===== config.mk =====
export PLATFORM = sky130hd
export DESIGN_NAME = fifo_burst_drain_ctrl
export DESIGN_NICKNAME = d
export VERILOG_FILES = /design/src/rtl/fifo_burst_drain_ctrl.sv
export SDC_FILE = /design/constraint.sdc
export NUM_CORES = 1
export LEC_CHECK = 0
export BUFFER_PORTS_ARGS = -buffer_cell sky130_fd_sc_hd__buf_2
export CORE_UTILIZATION = 48
export DETAILED_ROUTE_END_ITERATION = 10
export PLACE_DENSITY = 0.8
export SYNTH_ARGS = -nofsm -noshare
export SYNTH_HDL_FRONTEND = slang
export SYNTH_SLANG_ARGS = --single-unit

===== constraint.sdc =====
create_clock -name clockCore -period 3.05 [get_ports clockCore]
set_clock_uncertainty 0.05 [all_clocks]
set_input_delay 0.305 -clock clockCore [delete_from_list [all_inputs] [get_ports clockCore]]
set_output_delay 0.305 -clock clockCore [all_outputs]
set_load 0.05 [all_outputs]

===== src/rtl/fifo_burst_drain_ctrl.sv =====
`default_nettype none
// ============================================================================
// Module   : fifo_burst_drain_ctrl
// Brief    : Pops the register FIFO and forwards sop/eop-framed bursts; flushes
//            a partial burst after an idle timeout. Stats counters: DRAIN_STATS_EN.
// Revision : 1.0 - initial release
// ============================================================================
module fifo_burst_drain_ctrl #(
  parameter int DATA_W    = 32,
  parameter int DEPTH_W   = 10,
  parameter int MAX_BURST = 16,
  parameter int TMO_W     = 12
) (
  input  logic               clockCore,
  input  logic               resetCore,
  input  logic               enable,
  input  logic [4:0]         cfgBurstLen,
  input  logic [TMO_W-1:0]   cfgTimeout,
  input  logic               fifoEmpty,
  input  logic [DEPTH_W-1:0] fifoDepth,
  input  logic [DATA_W-1:0]  fifoDataOut,
  output logic               fifoPop,
  output logic               txValid,
  output logic [DATA_W-1:0]  txData,
  output logic               txSop,
  output logic               txEop,
  input  logic               txReady,
  output logic               busy,
  output logic               popErr,
  output logic [15:0]        burstCount,
  output logic [15:0]        flushCount
);

  localparam int LEN_W = 5;
  localparam logic [LEN_W-1:0] c_maxBurst = LEN_W'(MAX_BURST);

  typedef enum logic [1:0] {
    IDLE  = 2'd0,
    BURST = 2'd1,
    DONE  = 2'd2
  } state_t;

  state_t             r_state, w_stateNext;
  logic [LEN_W-1:0]   r_remaining;
  logic               r_first;
  logic [TMO_W-1:0]   r_timer;
  logic               r_txValid, r_txSop, r_txEop, r_popErr;
  logic [DATA_W-1:0]  r_txData;

  logic [LEN_W-1:0]   w_effLen, w_flushLen;
  logic               w_slotFree, w_depthBelow, w_flushDue;
  logic               w_pop, w_starved, w_startFull, w_startFlush;

  always_comb begin
    w_effLen = cfgBurstLen;
    if (cfgBurstLen == '0)
      w_effLen = LEN_W'(1);
    else if (cfgBurstLen > c_maxBurst)
      w_effLen = c_maxBurst;
  end

  assign w_slotFree   = !r_txValid || txReady;
  assign w_depthBelow = fifoDepth < DEPTH_W'(w_effLen);
  assign w_flushLen   = w_depthBelow ? fifoDepth[LEN_W-1:0] : w_effLen;
  assign w_flushDue   = (cfgTimeout != '0) && (r_timer == cfgTimeout - TMO_W'(1));

  always_comb begin
    w_stateNext  = r_state;
    w_pop        = 1'b0;
    w_starved    = 1'b0;
    w_startFull  = 1'b0;
    w_startFlush = 1'b0;
    case (r_state)
      IDLE: begin
        if (enable && !w_depthBelow) begin
          w_startFull = 1'b1;
          w_stateNext = BURST;
        end else if (enable && (fifoDepth != '0) && w_flushDue) begin
          w_startFlush = 1'b1;
          w_stateNext  = BURST;
        end
      end
      BURST: begin
        if ((r_remaining != '0) && w_slotFree) begin
          if (fifoEmpty)
            w_starved = 1'b1;
          else
            w_pop = 1'b1;
        end
        if (w_pop && (r_remaining == LEN_W'(1)))
          w_stateNext = DONE;
      end
      DONE: begin
        if (r_txValid && txReady)
          w_stateNext = IDLE;
      end
      default: w_stateNext = IDLE;
    endcase
  end

  always_ff @(posedge clockCore) begin
    if (resetCore) begin
      r_state     <= IDLE;
      r_remaining <= '0;
      r_first     <= 1'b0;
      r_timer     <= '0;
      r_txValid   <= 1'b0;
      r_txData    <= '0;
      r_txSop     <= 1'b0;
      r_txEop     <= 1'b0;
      r_popErr    <= 1'b0;
    end else begin
      r_state <= w_stateNext;

      if (w_startFull) begin
        r_remaining <= w_effLen;
        r_first     <= 1'b1;
      end else if (w_startFlush) begin
        r_remaining <= w_flushLen;
        r_first     <= 1'b1;
      end else if (w_pop) begin
        r_remaining <= r_remaining - LEN_W'(1);
        r_first     <= 1'b0;
      end

      // Idle timer only runs while a partial burst is waiting; it saturates.
      if ((r_state != IDLE) || !enable || (fifoDepth == '0) || w_startFull || w_startFlush)
        r_timer <= '0;
      else if (w_depthBelow && (r_timer != '1))
        r_timer <= r_timer + TMO_W'(1);

      if (w_pop) begin
        r_txValid <= 1'b1;
        r_txData  <= fifoDataOut;
        r_txSop   <= r_first;
        r_txEop   <= (r_remaining == LEN_W'(1));
      end else if (w_slotFree) begin
        r_txValid <= 1'b0;
      end

      r_popErr <= r_popErr | w_starved;
    end
  end

  assign fifoPop = w_pop;
  assign txValid = r_txValid;
  assign txData  = r_txData;
  assign txSop   = r_txSop;
  assign txEop   = r_txEop;
  assign busy    = (r_state != IDLE);
  assign popErr  = r_popErr;

`ifdef DRAIN_STATS_EN
  logic [15:0] r_burstCount, r_flushCount;

  always_ff @(posedge clockCore) begin
    if (resetCore) begin
      r_burstCount <= '0;
      r_flushCount <= '0;
    end else begin
      if (r_txValid && txReady && r_txEop)
        r_burstCount <= r_burstCount + 16'd1;
      if (w_startFlush)
        r_flushCount <= r_flushCount + 16'd1;
    end
  end

  assign burstCount = r_burstCount;
  assign flushCount = r_flushCount;
`else
  assign burstCount = '0;
  assign flushCount = '0;
`endif

endmodule
`default_nettype wire


==> results.py, run 1 <==
metrics = {
    "outcome": {
        "status": "complete, no violations",
    },
    "clock_tree": {
        "root_buffer": "clkbuf_8",
        "clk_pin_slew_ps": 100,
        "cts_made_buffers": 5,
        "cts_tree": "built",
        "cts_setup_buffers": 0,
        "insertion_delay_ps": 300,
        "cts_buffer_depth": 2,
        "post_cts_resized": 0,
        "cts_hold_buf": 0,
        "htreeDepth": 2,
        "clock_sinks": 56,
    },
    "floorplanning": {
        "dieArea_um2": 6990,
        "core_area_um2": 6390,
        "initial_core_util_pct": 50.0,
        "die_y_um": 83.6,
        "fp-row-count": 29,
        "die_w_um": 83.6,
        "pin_count": 134,
    },
    "sta": {
        "timing.setup.tns_ps": 0,
        "rsz0062_at_grt": "false",
        "max_slew_margin_pct": 44.9,
        "timing.final.crit_share_pct": 88.1,
        "slew_viol_final": 0,
        "fin_ws_ps": 364,
        "fin_crit_ps": 2690,
        "worst_hold_slack_ps": 174,
        "worst_slew_pin_slew_ps": 827,
        "hold_viol_final": 0,
        "max_freq_ghz": 0.372,
        "finalSetupViolations": 0,
    },
    "finish": {
        "diodes": 0,
        "register_area_um2": 1120,
        "utilization_pct": 59.2,
        "fillerInstances": 590,
        "area_growth_pct": 18.2,
        "fin_area_um2": 3780,
        "drive_gt1_share_pct": 26.1,
        "multi_input_area_um2": 1840,
        "nets": 577,
    },
    "drt": {
        "routedWlPerCell_um": 12.1,
        "drc": 0,
        "initialDrtViolationCount": 111,
        "drt-pass1-iter-count": 4,
        "drt-total-wl_um": 7030,
        "num_vias": 2993,
        "postRouteAntennaNets": 0,
        "avgViaCountPerCell": 5.14,
    },
    "pwr": {
        "pwr-share-clk_pct": 24.1,
        "swShare_pct": 36.5,
        "powerDensity_nw_per_um2": 446,
        "p_leak_uw": 0.00171,
        "ir_drop_mv": 0.321,
        "p_sw_uw": 615,
        "seqPwrFrac_pct": 46.8,
        "comb_power_share_pct": 29.1,
        "p_int_uw": 1070,
    },
    "setup_path": {
        "start_kind": "input pin",
        "worstSetupEndpoint": "r_remaining[3]$_SDFFE_PP0P_",
        "arrival_ps": 2860,
        "crit_type": "in -> reg",
        "rrSetupSlack_ps": 660,
        "rr_startpoint": "r_timer[6]$_SDFFE_PP0P_",
        "end_kind": "flop",
        "startpoint": "cfgTimeout[0]",
        "crit_required_ps": 3220,
        "reg2reg_depth": 8,
        "critPathMaxFanout": 5,
        "r2r-end": "r_remaining[3]$_SDFFE_PP0P_",
    },
    "place": {
        "pre_cts_ws_ps": 63.7,
        "portBuffers": 101,
        "dp_hpwl_um": 5460,
        "place.gp.congestion": 0.942,
        "place_area_um2": 3690,
    },
    "synthesis": {
        "synth_warnings": 0,
        "synthTopCellsByArea": "dfxtp_1 (35%), nand2_1 (10%), buf_4 (7.8%)",
        "synth_enable_flop_cells": 0,
        "ys_ff_latch": 56,
        "yosysUniqueCellTypes": 54,
        "syn_area_um2": 3200,
        "async_flop_share_pct": 0,
        "syn-mean-instance-area_um2": 7.91,
        "yosysTopAreaCellShare_pct": 35.1,
        "synth_cells": 404,
        "synth_top_cell_by_area": "dfxtp_1",
        "synth_flop_cell": "dfxtp_1",
        "synth-seq-area-share_pct": 35.1,
    },
    "grt": {
        "grt_remaining_overflow": 0,
        "first_global_vias": 2663,
        "grt_start_max_net_pins": 46,
        "grt_pass1_wl_um": 11900,
        "antenna_found_initial": 0,
        "grtUsageTotal_pct": 20.3,
    },
    "hold_path": {
        "hold_class": "in -> reg",
    },
    "flow_run": {
        "drv_cap": 0,
    },
}
-- cell type report --
| cell class | instances | share of cell area, % |
|---|---|---|
| Multi-Input combinational cell | 318 | 48.6 |
| Sequential cell | 56 | 29.7 |
| Timing Repair Buffer | 110 | 15.5 |
| Tap cell | 77 | 2.55 |
| Clock buffer | 5 | 1.82 |
| Inverter | 13 | 1.29 |
| Clock inverter | 3 | 0.563 |
-- cell families (layout without fill, tap and decap cells) --
family                   after synthesis  in the layout  share of synthesized area [%]
adder cells (fa/ha/maj)                9              9                           3.52
AO/OA/AOI/OAI                         71             71                           14.8
XOR/XNOR                              28             28                           7.67
AND/OR/NAND/NOR                      171            171                           25.5
buffers and inverters                 61            131                           11.1
flip-flops                            56             56                           35.1
other                                  1             32                          0.117
multiplexers                           7              7                           2.19
-- layer usage --
layer,global-route usage [%],vias up,routed length (um)
li1,-,1510,-
met2,34.1,120,3400
met3,2.77,11,400
met4,5.86,0,87
met5,0,-,0
met1,27.0,1352,3140
-- Yosys cell counts, types with 2 or more instances --
cell,number
and4_1,3
nor2_1,31
or3_1,2
o211ai_1,3
nand3_1,7
nand2b_1,2
a311oi_1,3
nor2b_1,3
nand2_1,88
a211oi_1,3
or2_2,2
and3_1,2
buf_4,33
xnor2_1,13
a211o_1,2
dfxtp_1,56
nor4_1,4
ha_1,9
nand4_1,8
nor3_1,5
mux2i_1,7
a31oi_1,3
or4_1,3
o21ai_0,3
inv_1,12
a21oi_1,42
xor2_1,15
clkbuf_1,13
nand3_2,2
-- stage by stage --
step                      total power [uW]  std cells
after floorplan                       1200        435
after global placement                1280        574
after detailed placement              1290        574
final                                 1690        582
after CTS                             1700        582
after global routing                  1770        582
-- worst max-delay path, stage by stage --
cell	delay (ps)
buf_2	130
inv_1	70
ha_1	150
or4b_4	510
nor4b_4	290
xnor2_1	130
a2111oi_4	380
and4_1	360
mux2i_1	230
a21oi_1	60
a211oi_1	230
-- flip-flops by register name, indices dropped and copies added, names as in the netlist --
signal and count:
r_remaining 5, txValid 1, r_state 2, txEop 1, r_first 1, txSop 1
r_timer 12, popErr 1, txData 32
-- power by group through the flow --
| stage | Combinational, uW | Clock, uW | Sequential [uW] |
|---|---|---|---|
| global route | 534 | 446 | 795 |
| finish | 491 | 406 | 790 |
| CTS | 490 | 420 | 790 |
| detailed placement | 487 | 0 | 807 |
| floorplan | 310 | 0 | 890 |
| global placement | 480 | 0 | 805 |
-- placed cells by master, fill, tap and decap left out, drive strengths merged, types with 8 or more instances in the layout --
cell / count
a21oi: 42
buf: 110
conb: 32
dfxtp: 56
ha: 9
inv: 13
nand2: 88
nand3: 9
nand4: 8
nor2: 31
xnor2: 13
xor2: 15
-- how the worst min path moves through the flow --
stage | slack (ps) | startpoint | end | cells after the start
floorplan | 380 | r_first$_SDFFE_PP0P_ | txSop$_SDFFE_PP0P_ | 2
detailed placement | 390 | txData[0]$_SDFFE_PP0P_ | txData[0]$_SDFFE_PP0P_ | 2
global route | 170 | fifoDataOut[9] | txData[9]$_SDFFE_PP0P_ | 3
global placement | 390 | txData[19]$_SDFFE_PP0P_ | txData[19]$_SDFFE_PP0P_ | 2
finish | 170 | fifoDataOut[9] | txData[9]$_SDFFE_PP0P_ | 3
CTS | 160 | fifoDataOut[11] | txData[11]$_SDFFE_PP0P_ | 3
Note: power is estimated with default switching activity, not from simulation.
==> inputs of run 2 (changes only) <==
Clock period 3.05 ns to 2.65 ns, I/O delays scaled along.
==> run 2 against run 1 <==
- register-to-register slack worse by 290 ps
- critical endpoint unchanged
- critical path type unchanged
- flip-flop and latch count unchanged
- hold slack got worse by 33 ps
- sequential power up 15%
- count of clock-buffer cells in the layout is 1 higher
- core utilization increased by 2.5 points
- critical path depth stayed put
- combinational power rose by 18%
==> results.py, run 2 (synthesis results as in run 1) <==
metrics = {
    "drt": {
        "drt-total-wl_um": 7410,
        "drt-pass1-iter-count": 4,
        "postRouteAntennaNets": 0,
        "num_vias": 3070,
        "initialDrtViolationCount": 71,
        "avgViaCountPerCell": 5.15,
        "routedWlPerCell_um": 12.4,
        "drc": 0,
    },
    "finish": {
        "area_growth_pct": 23.3,
        "utilization_pct": 61.7,
        "layout_commonest_cell": "buf_2",
        "largest_reg_flops": 32,
        "drive_gt1_share_pct": 29.7,
        "final_cell_mix": "buf_2 (101), nand2_1 (88), dfxtp_1 (56), a21oi_1 (42), conb_1 (32)",
        "diodes": 0,
        "nets": 591,
    },
    "floorplanning": {
        "fp-row-count": 29,
        "die_y_um": 83.6,
        "die_w_um": 83.6,
        "pin_count": 134,
        "core_area_um2": 6390,
        "initial_core_util_pct": 50.0,
        "dieArea_um2": 6990,
    },
    "setup_path": {
        "crit_path_top_delay_cell": "or4b_4",
        "crit_buf_inv": 2,
        "crit_type": "in -> reg",
        "startpoint": "cfgTimeout[1]",
        "cp_slowest_stage_delay_ps": 510,
        "r2r-end": "r_remaining[3]$_SDFFE_PP0P_",
        "rr_startpoint": "r_timer[2]$_SDFFE_PP0P_",
        "cp_cell_sequence": "buf_2 -> inv_2 -> ha_4 -> or4b_4 -> nor4b_4 -> xnor2_2 -> a2111oi_4 -> and4_4 -> mux2i_1 -> a21oi_1 -> a211oi_1",
        "start_kind": "input pin",
        "crit_family": "simple AND/OR/NAND/NOR gates",
        "arrival_ps": 2700,
        "rrSetupSlack_ps": 370,
        "critPathMaxFanout": 5,
        "reg2reg_depth": 7,
        "end_kind": "flop",
        "crit_required_ps": 2810,
    },
    "pwr": {
        "ir_drop_mv": 0.390,
        "p_leak_uw": 0.00179,
        "powerDensity_nw_per_um2": 525,
    },
    "clock_tree": {
        "htreeDepth": 2,
        "cts_buffer_depth": 2,
        "root_buffer": "clkbuf_8",
        "cts_tree": "built",
        "cts_made_buffers": 5,
        "cts_setup_buffers": 0,
        "clock_sinks": 56,
        "insertion_delay_ps": 290,
        "clk_pin_slew_ps": 100,
    },
    "outcome": {
        "status": "complete, no violations",
    },
    "sta": {
        "worst_hold_slack_ps": 141,
        "finalSetupViolations": 0,
        "fin_ws_ps": 112,
        "timing.setup.tns_ps": 0,
        "hold_viol_final": 0,
        "timing.final.crit_share_pct": 95.8,
        "slew_viol_final": 0,
        "fin_crit_ps": 2540,
        "max_freq_ghz": 0.394,
        "rsz0062_at_grt": "false",
    },
    "hold_path": {
        "hold_class": "in -> reg",
        "hold_depth": 3,
        "hold_start": "fifoDataOut[17]",
        "hold_path_end": "txData[17]$_SDFFE_PP0P_",
    },
    "flow_run": {
        "drv_cap": 0,
    },
    "grt": {
        "grt_remaining_overflow": 0,
        "first_global_vias": 2880,
        "grtUsageTotal_pct": 20.8,
        "grt_start_max_net_pins": 45,
        "antenna_found_initial": 0,
        "grt_pass1_wl_um": 12400,
    },
    "place": {
        "place.gp.congestion": 0.896,
        "pre_cts_ws_ps": -230,
        "dp_hpwl_um": 5880,
        "portBuffers": 101,
    },
}
run 2: what timing repair did:
item / CTS / global route
hold buffers: 0 / 0
hold endpoints to repair: 0 / 0
endpoints found under the setup margin: 0 / 16
gates resized for setup: 0 / 8
run 2: worst max-delay path by stage:
stage | slack [ps] | to | depth (start not counted)
after floorplan | 4 | r_remaining[1]$_SDFFE_PP0P_ | 12
after global placement | -110 | r_remaining[3]$_SDFFE_PP0P_ | 11
after detailed placement | -230 | r_timer[9]$_SDFFE_PP0P_ | 13
after CTS | 80 | r_remaining[1]$_SDFFE_PP0P_ | 12
after global routing | 7 | r_remaining[3]$_SDFFE_PP0P_ | 11
final | 110 | r_remaining[3]$_SDFFE_PP0P_ | 11
run 2: metal layers:
metal | up-vias | track usage (%) | wire length (um)
li1 | 1545 | - | -
met1 | 1429 | 24.3 | 3100
met2 | 84 | 38.9 | 3870
met3 | 12 | 3.86 | 305
met4 | 0 | 5.39 | 127
met5 | - | 0 | 0
run 2: final cells by class:
class,count,area (um^2)
fillers,612,2450
multi-input cells,318,1870
flip-flops and latches,56,1120
repair buffers,124,678
well taps,77,96.3
clock buffers,6,82.6
inverters,13,48.8
clock inverters,2,38.8
run 2: worst register-to-register path, delay by kind of cell (launching register included):
kind,cells,cell delay [ps]
AO/OA/AOI/OAI,4,820
flip-flops,1,400
AND/OR/NAND/NOR,2,730
multiplexers,1,200
run 2: power breakdown:
part | switching [uW] | internal (uW) | leakage (uW)
clock network | 270 | 309 | 0.0000614
registers | 27.2 | 883 | 0.000455
logic | 407 | 171 | 0.00127
total | 704 | 1360 | 0.00179
run 2: through the flow:
stage               instances  total power [uW]  instance area (um^2)
CTS                       596              2090                  3910
floorplan                 435              1380                  3320
finish                    596              2070                  3940
global placement          588              1490                  3790
detailed placement        588              1500                  3790
global route              596              2170                  3940
==> inputs of run 3 (changes only) <==
Settings changed: CORE_ASPECT_RATIO set to 1.1, CORE_UTILIZATION 48 to 50, CTS_BUF_LIST set to sky130_fd_sc_hd__clkbuf_8, PLACE_DENSITY 0.8 to 0.83.
==> run 3 against run 2 <==
- count of clock-buffer cells in the layout down 1
- die area down 3.9%
- first-iteration DRC count up 85%
- hold slack worse by 11 ps
- clock power down 20%
- core utilization up 1.8 points
- flip-flop and latch count unchanged
- non-clock buffer count down 1
- fmax up 2.1%
- critical path depth unchanged
- routed wire length up 2.1%
- sequential share of layout area up 0.25 points
- largest power group unchanged
==> results.py, run 3 (synthesis results as in run 1) <==
metrics = {
    "flow_run": {
        "drv_cap": 0,
    },
    "drt": {
        "drt-pass1-iter-count": 5,
        "drt-total-wl_um": 7560,
        "avgViaCountPerCell": 5.12,
        "postRouteAntennaNets": 0,
        "initialDrtViolationCount": 131,
        "drc": 0,
        "routedWlPerCell_um": 12.6,
        "num_vias": 3063,
    },
    "finish": {
        "nets": 590,
        "multi_input_area_um2": 1870,
        "largest_reg_flops": 32,
        "fillerInstances": 560,
        "utilization_pct": 63.4,
        "drive_gt1_share_pct": 29.3,
        "layout_commonest_cell": "buf_2",
        "area_growth_pct": 22.2,
        "register_area_um2": 1120,
        "final_cell_mix": "buf_2 (101), nand2_1 (88), dfxtp_1 (56), a21oi_1 (42), conb_1 (32)",
        "diodes": 0,
    },
    "sta": {
        "fin_crit_ps": 2490,
        "worst_hold_slack_ps": 131,
        "fin_ws_ps": 164,
        "hold_viol_final": 0,
        "worst_slew_pin_slew_ps": 634,
        "max_slew_margin_pct": 57.4,
        "timing.setup.tns_ps": 0,
        "slew_viol_final": 0,
        "timing.final.crit_share_pct": 93.8,
        "max_freq_ghz": 0.402,
        "finalSetupViolations": 0,
    },
    "setup_path": {
        "crit_buf_inv": 2,
        "arrival_ps": 2660,
        "crit_family": "simple AND/OR/NAND/NOR gates",
        "cp_slowest_stage_delay_ps": 500,
        "start_kind": "input pin",
        "end_kind": "flop",
        "cp_cell_sequence": "buf_2 -> inv_1 -> ha_4 -> or4b_4 -> nor4b_4 -> xnor2_2 -> a2111oi_4 -> nand3_2 -> mux2i_1 -> a211o_1 -> a211oi_2",
        "crit_path_top_delay_cell": "or4b_4",
        "crit_required_ps": 2830,
        "critPathMaxFanout": 4,
        "rrSetupSlack_ps": 350,
        "crit_type": "in -> reg",
    },
    "grt": {
        "first_global_vias": 2793,
        "grt_remaining_overflow": 0,
        "grt_pass1_wl_um": 12300,
        "antenna_found_initial": 0,
        "grt_start_max_net_pins": 45,
        "grtUsageTotal_pct": 22.4,
    },
    "floorplanning": {
        "fp-row-count": 30,
        "dieArea_um2": 6720,
        "initial_core_util_pct": 51.9,
        "die_y_um": 85.8,
        "die_w_um": 78.2,
        "pin_count": 134,
        "core_area_um2": 6160,
    },
    "place": {
        "place.gp.congestion": 0.861,
        "pre_cts_ws_ps": -236,
        "portBuffers": 101,
        "dp_hpwl_um": 5850,
    },
    "clock_tree": {
        "htreeDepth": 2,
        "cts_tree": "built",
        "cts_setup_buffers": 0,
        "clock_sinks": 56,
        "insertion_delay_ps": 300,
        "cts_buffer_depth": 2,
        "cts_made_buffers": 5,
        "clk_pin_slew_ps": 110,
        "root_buffer": "clkbuf_8",
    },
    "pwr": {
        "ir_drop_mv": 0.294,
        "powerDensity_nw_per_um2": 500,
        "p_leak_uw": 0.00177,
        "power.total_uw": 1950,
    },
    "hold_path": {
        "hold_class": "in -> reg",
    },
    "outcome": {
        "status": "complete, no violations",
    },
}
run 3: timing repair:
item                                    in CTS  in global routing
hold buffers                                 0                  0
hold endpoints to repair                     0                  0
resized for setup                            0                  7
endpoints found under the setup margin       0                 16
run 3: per-stage QoR:
step,instances,cell area [um^2]
after floorplan,435,3320
after global placement,590,3790
after detailed placement,590,3790
after CTS,598,3880
after global routing,598,3910
final,598,3910
run 3: final timing paths:
| path | from | to | depth (start not counted) |
|---|---|---|---|
| max reg2reg | r_timer[3]$_SDFFE_PP0P_ | r_remaining[3]$_SDFFE_PP0P_ | 8 |
| min reg2reg | r_first$_SDFFE_PP0P_ | txSop$_SDFFE_PP0P_ | 2 |
| min | fifoDataOut[4] | txData[4]$_SDFFE_PP0P_ | 3 |
| max | cfgTimeout[1] | r_remaining[4]$_SDFFE_PP0P_ | 11 |
run 3: routing by layer:
metal	up-vias	global-route usage [%]	routed length, um
met3	7	3.19	253
met2	81	42.9	4090
met4	0	3.87	61
met1	1441	26.5	3160
li1	1534	-	-
met5	-	0	0
run 3: area by class of cell:
cell class	count	share of cell area, %
clock buffers	5	1.76
well taps	80	2.56
clock inverters	3	0.545
flip-flops and latches	56	28.7
repair buffers	123	17.2
multi-input cells	318	48.0
inverters	13	1.25
run 3: worst min-delay path, delay by kind of cell:
kind,cells,cell delay [ps]
compound gates,1,50
simple gates,1,40
buf+inv,1,90
run 3: power breakdown:
group | internal (uW) | leakage [uW] | switching (uW)
Sequential | 883 | 0.000455 | 28.0
Combinational | 171 | 0.00127 | 407
Clock | 188 | 0.0000445 | 276
